[config.mk]
export PLATFORM = sky130hd
export DESIGN_NAME = wall_motion_sequencer
export DESIGN_NICKNAME = d
export VERILOG_FILES = /design/src/rtl/wall_motion_sequencer.sv
export SDC_FILE = /design/constraint.sdc
export NUM_CORES = 1
export LEC_CHECK = 0
export BUFFER_PORTS_ARGS = -buffer_cell sky130_fd_sc_hd__buf_4
export CAP_MARGIN = 20
export CORE_ASPECT_RATIO = 0.8
export CORE_UTILIZATION = 55
export DETAILED_ROUTE_END_ITERATION = 12
export GPL_TIMING_DRIVEN = 0
export HOLD_SLACK_MARGIN = 0.08
export PLACE_DENSITY = 0.89
export SYNTH_ARGS = -nofsm -noshare
export SYNTH_HDL_FRONTEND = slang
export SYNTH_SLANG_ARGS = --single-unit
[constraint.sdc]
create_clock -name Clock -period 3.8 [get_ports Clock]
set_input_delay 0.57 -clock Clock [delete_from_list [all_inputs] [get_ports Clock]]
set_output_delay 0.57 -clock Clock [all_outputs]
set_load 0.005 [all_outputs]
[src/rtl/wall_motion_sequencer.sv]
`timescale 1ns/1ps
// Motion sequencer between raw robot sensors, the wall-follower FSM and the motors:
// debounces Head/Left, strobes the FSM, runs fixed-length moves with collision abort.
module wall_motion_sequencer #(
    parameter int TICK_DIV  = 4,
    parameter int FWD_STEPS = 3,
    parameter int ROT_STEPS = 2,
    parameter int DEB_LEN   = 2
) (
    input  logic       Clock,
    input  logic       Reset_n,
    input  logic       Enable,
    input  logic       Head,
    input  logic       Left,
    input  logic       Front_req,
    input  logic       Rotate_req,
    output logic       Head_clean,
    output logic       Left_clean,
    output logic       Fsm_step,
    output logic       Motor_fwd,
    output logic       Motor_rot,
    output logic       Busy,
    output logic       Collision,
    output logic [7:0] Step_count
);

    localparam int TW = (TICK_DIV > 2) ? $clog2(TICK_DIV) : 1;

    typedef enum logic [1:0] {IDLE, SAMPLE, FORWARD, ROTATE} state_e;

    state_e        state_q, state_d;
    logic [TW-1:0] tick_cnt_q, tick_cnt_d;
    logic [3:0]    remaining_q, remaining_d;
    logic [7:0]    step_q, step_d;
    logic [1:0]    clean_q, clean_d;
    logic [2:0]    deb_cnt_q [2];
    logic [2:0]    deb_cnt_d [2];
    logic          motor_fwd_q, motor_rot_q, busy_q, collision_q, collision_d;
    logic          tick, head_rise, fsm_step;
    logic [1:0]    raw;

    assign tick = (tick_cnt_q == TW'(TICK_DIV - 1));
    assign raw  = {Left, Head};

    // Index 0 is Head, index 1 is Left; both only advance on a tick.
    always_comb begin
        // NOTE: every combinational output gets a default first so no latch is inferred.
        clean_d   = clean_q;
        deb_cnt_d = deb_cnt_q;
        if (tick) begin
            for (int i = 0; i < 2; i++) begin
                if (raw[i] != clean_q[i]) begin
                    if (deb_cnt_q[i] == 3'(DEB_LEN - 1)) begin
                        clean_d[i]   = raw[i];
                        deb_cnt_d[i] = '0;
                    end else begin
                        deb_cnt_d[i] = deb_cnt_q[i] + 3'd1;
                    end
                end else begin
                    deb_cnt_d[i] = '0;
                end
            end
        end
    end

    assign head_rise = clean_d[0] & ~clean_q[0];

    always_comb begin
        state_d     = state_q;
        remaining_d = remaining_q;
        step_d      = step_q;
        collision_d = 1'b0;
        fsm_step    = 1'b0;
        tick_cnt_d  = (state_q == IDLE || tick) ? '0 : tick_cnt_q + TW'(1);

        case (state_q)
            IDLE: begin
                if (Enable) state_d = SAMPLE;
            end
            SAMPLE: begin
                if (tick) begin
                    fsm_step = 1'b1;
                    if (Rotate_req) begin
                        state_d     = ROTATE;
                        remaining_d = 4'(ROT_STEPS);
                    end else if (Front_req) begin
                        state_d     = FORWARD;
                        remaining_d = 4'(FWD_STEPS);
                    end
                end
            end
            FORWARD: begin
                if (tick) begin
                    step_d      = step_q + 8'd1;
                    remaining_d = remaining_q - 4'd1;
                    if (remaining_q == 4'd1) state_d = SAMPLE;
                end
                // The abort overrides a completing tick, but that tick still counts.
                if (head_rise) begin
                    state_d     = ROTATE;
                    remaining_d = 4'(ROT_STEPS);
                    collision_d = 1'b1;
                end
            end
            ROTATE: begin
                if (tick) begin
                    remaining_d = remaining_q - 4'd1;
                    if (remaining_q == 4'd1) state_d = SAMPLE;
                end
            end
            default: state_d = IDLE;
        endcase

        // Dropping Enable also withholds the strobe so the wall-follower never
        // advances on a sample this block is about to discard.
        if (!Enable) begin
            state_d     = IDLE;
            remaining_d = '0;
            tick_cnt_d  = '0;
            collision_d = 1'b0;
            fsm_step    = 1'b0;
        end
    end

    always_ff @(posedge Clock or negedge Reset_n) begin
        if (!Reset_n) begin
            state_q     <= IDLE;
            tick_cnt_q  <= '0;
            remaining_q <= '0;
            step_q      <= '0;
            clean_q     <= '0;
            deb_cnt_q   <= '{default: '0};
            motor_fwd_q <= 1'b0;
            motor_rot_q <= 1'b0;
            busy_q      <= 1'b0;
            collision_q <= 1'b0;
        end else begin
            // NOTE: sequential state uses non-blocking assignments so every register
            // samples the pre-edge values regardless of statement order.
            state_q     <= state_d;
            tick_cnt_q  <= tick_cnt_d;
            remaining_q <= remaining_d;
            step_q      <= step_d;
            clean_q     <= clean_d;
            deb_cnt_q   <= deb_cnt_d;
            motor_fwd_q <= (state_d == FORWARD);
            motor_rot_q <= (state_d == ROTATE);
            busy_q      <= (state_d == FORWARD) || (state_d == ROTATE);
            collision_q <= collision_d;
        end
    end

    assign Head_clean = clean_q[0];
    assign Left_clean = clean_q[1];
    assign Fsm_step   = fsm_step;
    assign Motor_fwd  = motor_fwd_q;
    assign Motor_rot  = motor_rot_q;
    assign Busy       = busy_q;
    assign Collision  = collision_q;
    assign Step_count = step_q;

endmodule

==> results.py <==
metrics = {
    "sta": {
        "worst_slew_pin_slew_ns": 0.400,
        "worst_slew_margin_rel": 0.732,
        "max_freq_mhz": 505,
        "hold_violations": 0,
        "setup_viol": 0,
        "fin_ws_ns": 1.82,
        "slew_viol_final": 0,
        "post-route-period-util": 0.521,
        "finClkSkew_ns": 0.00943,
        "tns_ns": 0,
        "period_needed_ns": 1.98,
        "rsz0062_at_grt": "false",
    },
    "synthesis": {
        "synth_xor_area_frac": 0.0615,
        "syn_inst": 133,
        "ys_types": 39,
        "ys_ff_latch": 28,
        "synth_edf_count": 0,
        "syn_area_per_cell_sq_um": 10.7,
        "synthTopCellsByArea": "dfrtp_1 (49%), xnor2_1 (3.7%), ha_1 (3.5%)",
        "yosysTopAreaCell": "dfrtp_1",
        "syn_area_sq_um": 1420,
        "synth-compound-area-share": 0.138,
        "synth.area.mux_share": 0.0378,
        "syn_nets": 144,
        "synth-async-reset-ratio": 1.00,
        "synth_top_area_share": 0.492,
        "synth_top_family_by_area": "simple AND/OR/NAND/NOR gates",
        "yosysSeqAreaShare": 0.492,
        "synthFlopType": "dfrtp_1",
        "synth_fa_ha_area_frac": 0.0351,
        "ys_warn_count": 0,
        "synth-simple-area-share": 0.197,
    },
    "floorplanning": {
        "initial_core_util": 0.583,
        "ios": 22,
        "fp.dieW_um": 58.9,
        "rows": 16,
        "core_area_sq_um": 2440,
        "die-area_sq_um": 2800,
        "dieHeight_um": 47.5,
    },
    "worst_setup_path": {
        "crit_top_cell": "buf_4",
        "worst_setup_path_start_kind": "flop",
        "worstPathArrival_ns": 1.41,
        "critical-path-max-stage-delay_ns": 0.42,
        "cpMaxStageDelayCell": "dfrtp_1",
        "cp_cell_sequence": "ha_1, buf_4, nand3b_1, nor2_1, buf_4",
        "path_class": "reg -> out",
        "endpoint_kind": "output pin",
        "path_max_fanout": 10,
        "worstPathRequired_ns": 3.23,
    },
    "run_status": {
        "outcome": "finished clean",
    },
    "grt": {
        "grt_pass1_vias": 1011,
        "track_usage": 0.223,
        "antenna_found_initial": 0,
        "overflow": 0,
        "grt_pass1_wl_mm": 4.52,
        "grt_max_degree": 29,
    },
    "pwr": {
        "power_density_nw_per_um2": 333,
        "power.leakage_uw": 0.000790,
        "irDropWorstVdd_mv": 0.268,
        "power_uw": 559,
    },
    "clock_network": {
        "clock_latency_ns": 0.34,
        "clockBufferDepth": 2,
        "cts-root-buf": "clkbuf_4",
        "clkSinkCount": 28,
        "tritoncts": "yes",
        "post-cts-setup-buffers": 0,
        "ctsHoldBuffers": 0,
        "htreeDepth": 1,
        "post_cts_resize_count": 0,
        "cts_buffers": 3,
        "clk_pin_slew_worst_paths_ns": 0.15,
    },
    "detailed_routing": {
        "drt_iter0_markers": 37,
        "vias": 1105,
        "wl_per_cell_um": 13.9,
        "drtPass1Iterations": 4,
        "finalWirelength_mm": 2.71,
        "ant_nets": 0,
        "vias_per_cell": 5.70,
        "drc": 0,
    },
    "place": {
        "port_buffers": 21,
        "dp_hpwl_mm": 2.03,
        "gp_congestion": 0.869,
        "dp_slack_ns": 2.15,
    },
    "run": {
        "drv_cap": 0,
    },
    "cells_and_area": {
        "most-common-layout-cells": "dfrtp_1 (28), buf_4 (22), nand2_1 (13), o21ai_0 (8)",
        "nets": 170,
        "layout_commonest_cell": "dfrtp_1",
        "layout-drive-gt1-share": 0.253,
        "final-seq-area_sq_um": 701,
        "fill_cells": 206,
        "area_growth_pct": 17.9,
        "multi_input_area_sq_um": 668,
        "antenna_cells": 0,
    },
    "hold_path": {
        "hold_class": "in -> async",
    },
}
-- worst max-delay path, delay by kind of cell (launching register included) --
kind	cells	cell delay, ns
fa+ha+maj	1	0.19
buf+inv	2	0.31
flops	1	0.42
simple gates	2	0.14
-- flip-flops by register name, indices dropped and copies added, names as in the netlist --
register     flops
state_q          2
deb_cnt_q        6
Collision        1
Step_count       8
clean_q          2
Motor_fwd        1
Motor_rot        1
Busy             1
tick_cnt_q       2
remaining_q      4
-- cells in the mapped netlist (all sizes together), types with 3 or more instances --
library cell   n
dfrtp         28
nand2         13
o21ai          8
nand2b         7
nor2           7
inv            6
xnor2          6
a31oi          5
buf            4
ha             4
xor2           4
a21oi          3
mux2           3
nand3          3
nand3b         3
nor3           3
-- where the power goes --
part / leakage [uW] / total, uW / switching (uW) / internal (uW)
Clock: 0.0000279 / 198 / 91.5 / 107
Sequential: 0.000383 / 317 / 11.1 / 306
Combinational: 0.000379 / 43.3 / 24.1 / 19.2
Total: 0.000790 / 559 / 127 / 432
-- cell families (layout without fill, tap and decap cells) --
family / Yosys count / after routing
AO/OA/AOI/OAI: 28 / 28
flip-flops: 28 / 28
XOR/XNOR: 10 / 10
buffers and inverters: 11 / 36
multiplexers: 5 / 5
adder cells (fa/ha/maj): 4 / 4
AND/OR/NAND/NOR: 47 / 47
-- per-stage QoR --
stage          hold slack [ns]  instance area [sq um]  cells  utilization
2_1_floorplan            0.274                   1420    133            -
3_3_place_gp             0.420                   1630    190        0.666
3_5_place_dp             0.443                   1630    190        0.666
4_1_cts                  0.123                   1680    194        0.688
5_1_grt                  0.123                   1680    194        0.688
6_report                 0.110                   1680    194        0.688
-- path summary, 6_finish.rpt --
path | startpoint | end | cells past startpoint | slack (ns)
hold reg to reg | tick_cnt_q[0] | tick_cnt_q[0] | 1 | 0.46
min in group Clock | tick_cnt_q[0] | tick_cnt_q[0] | 1 | 0.46
setup reg to reg | tick_cnt_q[0] | Motor_fwd | 6 | 2.12
hold / removal | Reset_n | Motor_fwd | 1 | 0.11
max in group asynchronous | Reset_n | deb_cnt_q[1] | 1 | 3.43
setup / recovery | tick_cnt_q[0] | Fsm_step | 5 | 1.82
-- routing by layer --
metal | GRT usage | vias up | routed length (um)
met5 | 0 | - | 0
li1 | - | 524 | -
met4 | 0.0952 | 0 | 63
met1 | 0.280 | 536 | 1180
met2 | 0.375 | 36 | 1330
met3 | 0.0595 | 9 | 138
-- area by class of cell --
class	count	share of cell area
Buffer	5	0.0194
Clock buffer	3	0.0134
Clock inverter	1	0.0179
Inverter	6	0.0134
Multi-Input combinational cell	94	0.398
Sequential cell	28	0.417
Tap cell	36	0.0268
Timing Repair Buffer	21	0.0939
Note: power is estimated with default switching activity, not from simulation.
